==> config.mk <==
export PLATFORM = sky130hd
export DESIGN_NAME = imem_loader
export DESIGN_NICKNAME = d
export VERILOG_FILES = /design/src/rtl/imem_loader.sv
export SDC_FILE = /design/constraint.sdc
export NUM_CORES = 1
export LEC_CHECK = 0
export ABC_AREA = 1
export CAP_MARGIN = 0
export CORE_ASPECT_RATIO = 0.9
export CORE_MARGIN = 2
export CORE_UTILIZATION = 45
export DETAILED_ROUTE_END_ITERATION = 16
export PLACE_DENSITY = 0.7
export SYNTH_ARGS = -nofsm -noshare
export SYNTH_HDL_FRONTEND = slang
export SYNTH_SLANG_ARGS = --single-unit
==> constraint.sdc <==
create_clock -name clk -period 1.67 [get_ports clk]
set_input_delay 0.167 -clock clk [delete_from_list [all_inputs] [get_ports clk]]
set_output_delay 0.167 -clock clk [all_outputs]
set_load 0.1 [all_outputs]
==> src/rtl/imem_loader.sv <==
// Boot-time instruction memory loader: takes a framed byte stream (length, words, XOR checksum),
// writes each assembled word to imem and releases the core reset only once the image is verified.
module imem_loader #(
    parameter int unsigned MAX_WORDS = 1000
) (
    input  logic        clk,
    input  logic        rst,
    input  logic        in_valid,
    input  logic [7:0]  in_data,
    output logic        in_ready,
    output logic        imem_we,
    output logic [9:0]  imem_waddr,
    output logic [31:0] imem_wdata,
    output logic        cpu_rst,
    output logic        done,
    output logic        error
);

    typedef enum logic [2:0] {
        S_LEN_HI,
        S_LEN_LO,
        S_DATA,
        S_CSUM,
        S_DONE,
        S_ERR
    } state_t;

    state_t      state;
    logic [7:0]  len_hi;
    logic [7:0]  csum;
    logic [9:0]  word_idx;
    logic [9:0]  last_idx;
    logic [1:0]  byte_idx;
    logic [31:0] asm_word;

    logic [15:0] frame_len;
    logic        len_bad;
    logic [31:0] next_word;
    logic        accept;

    assign frame_len = {len_hi, in_data};
    assign len_bad   = (frame_len == '0) || (frame_len > 16'(MAX_WORDS));
    assign next_word = {asm_word[23:0], in_data};
    assign in_ready  = rst && (state inside {S_LEN_HI, S_LEN_LO, S_DATA, S_CSUM});
    assign accept    = in_valid && in_ready;

    always_ff @(posedge clk) begin
        if (!rst) begin
            state      <= S_LEN_HI;
            len_hi     <= '0;
            csum       <= '0;
            word_idx   <= '0;
            last_idx   <= '0;
            byte_idx   <= '0;
            asm_word   <= '0;
            imem_we    <= 1'b0;
            imem_waddr <= '0;
            imem_wdata <= '0;
            cpu_rst    <= 1'b1;
            done       <= 1'b0;
            error      <= 1'b0;
        end else begin
            imem_we <= 1'b0;
            if (accept) begin
                if (state != S_CSUM)
                    csum <= csum ^ in_data;
                case (state)
                    S_LEN_HI: begin
                        len_hi <= in_data;
                        state  <= S_LEN_LO;
                    end
                    S_LEN_LO: begin
                        if (len_bad) begin
                            state <= S_ERR;
                            error <= 1'b1;
                        end else begin
                            // N <= MAX_WORDS <= 1024, so the low 10 bits minus one give the last index
                            last_idx <= frame_len[9:0] - 10'd1;
                            word_idx <= '0;
                            byte_idx <= '0;
                            state    <= S_DATA;
                        end
                    end
                    S_DATA: begin
                        asm_word <= next_word;
                        if (byte_idx == 2'd3) begin
                            imem_we    <= 1'b1;
                            imem_waddr <= word_idx;
                            imem_wdata <= next_word;
                            word_idx   <= word_idx + 10'd1;
                            byte_idx   <= '0;
                            if (word_idx == last_idx)
                                state <= S_CSUM;
                        end else begin
                            byte_idx <= byte_idx + 2'd1;
                        end
                    end
                    S_CSUM: begin
                        if (in_data == csum) begin
                            state   <= S_DONE;
                            done    <= 1'b1;
                            cpu_rst <= 1'b0;
                        end else begin
                            state <= S_ERR;
                            error <= 1'b1;
                        end
                    end
                    default: ;
                endcase
            end
        end
    end

endmodule

==> metrics <==
status finished, final reports clean; Worst-path clk slew 0.08 ns; Hold Vio Cnt, Final 0; clock sink count 111; layout cells sized above 1 0.2132; fmax 634.2 MHz; net switching power 1.368 mW; warnings from Yosys 0; # DRC 0; post-route setup slack 0.09309 ns; Clock power frac 0.410; I/O Pins 58; peak supply drop 0.0004719 V; CTS tree done; vias per cell 5.222; worst min-delay path category primary input to flip-flop; largest net degree at the start of global routing 92; post-synthesis cell type count 31; critical path capture point type flip-flop; reg2reg setup slack 0.09 ns; Final Critical Period 1.577 ns; Core Region 10200 µm²; Reg power frac 0.500; Crit Path Class flip-flop to flip-flop; DR pass1 iterations 7; Routed Antenna Nets 0; I/O Buffers 57; Max transition margin 0.4874; footprint of the multi-input gates 2208 µm²; full die area 11230 µm²; PwrDens 844.7 nW/µm²; most frequent cells in the layout 117 x nor2_1, 106 x dfxtp_1, 82 x nand2_1, 66 x o21ai_0, 52 x a21oi_1; first-pass GRT wire length 18540 µm; combinational cell fraction of total power 0.090; CTS root buf clkbuf_16; via count 4397; Ant. Diodes 0; Die Ht 100.8 µm; Total Power 5.450 mW; initial antenna violation count 0; Avg WL per Cell 13.72 µm; post-synth top area cell dfxtp_1; Worst-Margin Slew 0.7689 ns; register area share after synthesis 0.4747; syn_nets 640; Synth Cell Area 4681 µm²; # H-tree levels 3; Die Span X 111.5 µm; routability cong. 0.8706; Internal Power 4.082 mW; Max clock buf depth 2; drt first-iter violations 356; grt met3 use 0.02766; maximum capacitance violations 0; most common cell after layout, fill and taps aside nor2_1; Worst setup SP type flip-flop; total gr overflow 0; synthesized flop and latch total 111; setup tns final 0 ns; unrepaired setup endpoints after global routing true; row count 35; critical path required time 1.91 ns; Register Area 2231 µm²; vias in the first global route 3947; clk_skew 0.005987 ns; final slew viol count 0; Synth-to-Final Area Change 37.85%; synthesized instance count 625; share of the synthesized area in the top cell type 0.4747; sw frac 0.2510; initial core utilization 0.4587; pre-CTS WS -0.3108 ns; fillers 808; total CTS buffers 9; Critical Path AT 1.81 ns; worst-skew pair later-pin latency 0.35 ns; CP Max Fanout 11; layout net count 723; global-route usage over all layers 0.2019; Hold-fix buffers, CTS 0; synth top area cells dfxtp_1 47%, nor2_1 10%, o21ai_0 8.7%; busiest grt layer met2; drt total wl 11550 µm; Tcrit/Tclk final 0.9443; syn_area_per_cell 7.489 µm²; Leakage 2.705 nW; setup violators final 0; met1 GRT Util 0.2830; Detailed Place HPWL 7627 µm; met2 usage 0.3133
final timing paths:
kind	start	end	depth (start not counted)
worst max register to register	state[1]$_SDFFE_PN0P_	imem_wdata[12]$_SDFFE_PN0P_	8
worst max-delay path	state[1]$_SDFFE_PN0P_	imem_wdata[12]$_SDFFE_PN0P_	8
worst min-delay path	rst	error$_SDFFE_PN0P_	4
worst min register to register	last_idx[1]$_SDFFE_PN0P_	last_idx[1]$_SDFFE_PN0P_	2
metrics by stage:
step / area [µm²] / hold WS (ns) / instances / util
after floorplan: 4722 / 0.2540 / 625 / -
after global placement: 5938 / 0.4531 / 820 / 0.5820
after detailed placement: 5938 / 0.4554 / 820 / 0.5820
after CTS: 6265 / 0.3379 / 836 / 0.6140
after global routing: 6452 / 0.3740 / 842 / 0.6324
final: 6452 / 0.3461 / 842 / 0.6324
critical path, cell delays in order (launching register included):
cell and delay, ns:
dfxtp_4 0.38, inv_2 0.05, nor3_4 0.21, inv_4 0.10
nor2_8 0.16, nand2_8 0.09, buf_4 0.17, o21ai_0 0.24
nor2_1 0.06
Yosys cell counts (all sizes together):
cell type    n
a211oi       8
a21oi       57
buf         14
clkbuf      14
dfxtp      111
ha           4
inv         54
nand2       88
nand3       27
nand3b       1
nand4        5
nor2       129
nor3         8
nor3b        1
o21ai       82
or2          2
xnor2       12
xor2         8
final cells by class:
cell class | instances | area share
Clock inverter | 7 | 0.01416
Sequential cell | 111 | 0.3457
Inverter | 54 | 0.03374
Tap cell | 129 | 0.02501
Clock buffer | 9 | 0.03490
Timing Repair Buffer | 99 | 0.2042
Multi-Input combinational cell | 433 | 0.3423
flip-flops by register name (all words and copies together), names as in the netlist, 2 cells and up:
register,count
byte_idx,2
len_hi,8
last_idx,10
state,3
imem_wdata,32
asm_word,24
imem_waddr,10
csum,8
word_idx,10
power groups by stage:
| stage | Sequential, mW | Combinational, mW | Clock, mW |
|---|---|---|---|
| detailed placement | 2.79 | 0.448 | 0 |
| floorplan | 2.78 | 0.278 | 0 |
| global route | 2.73 | 0.539 | 2.38 |
| CTS | 2.73 | 0.457 | 2.27 |
| global placement | 2.79 | 0.438 | 0 |
| finish | 2.73 | 0.492 | 2.23 |
cell families (layout without fill, tap and decap cells):
kind of cell | after synthesis | after routing | share of synthesized area
AND/OR/NAND/NOR | 261 | 262 | 0.2350
AO/OA/AOI/OAI | 147 | 147 | 0.1639
flip-flops | 111 | 111 | 0.4747
buffers and inverters | 82 | 169 | 0.07832
XOR/XNOR | 20 | 20 | 0.03742
adder cells (fa/ha/maj) | 4 | 4 | 0.01069
timing repair:
item,CTS,global route
buffers inserted,0,3
resized for setup,3,35
cloned,0,3
pin swaps,0,9
setup endpoints to repair,10,45
layer usage:
layer	vias to the layer above	part of all wire
met5	-	0
met1	1994	0.47
met3	27	0.053
met2	180	0.45
met4	0	0.024
li1	2196	-
Note: power is estimated with default switching activity, not from simulation.
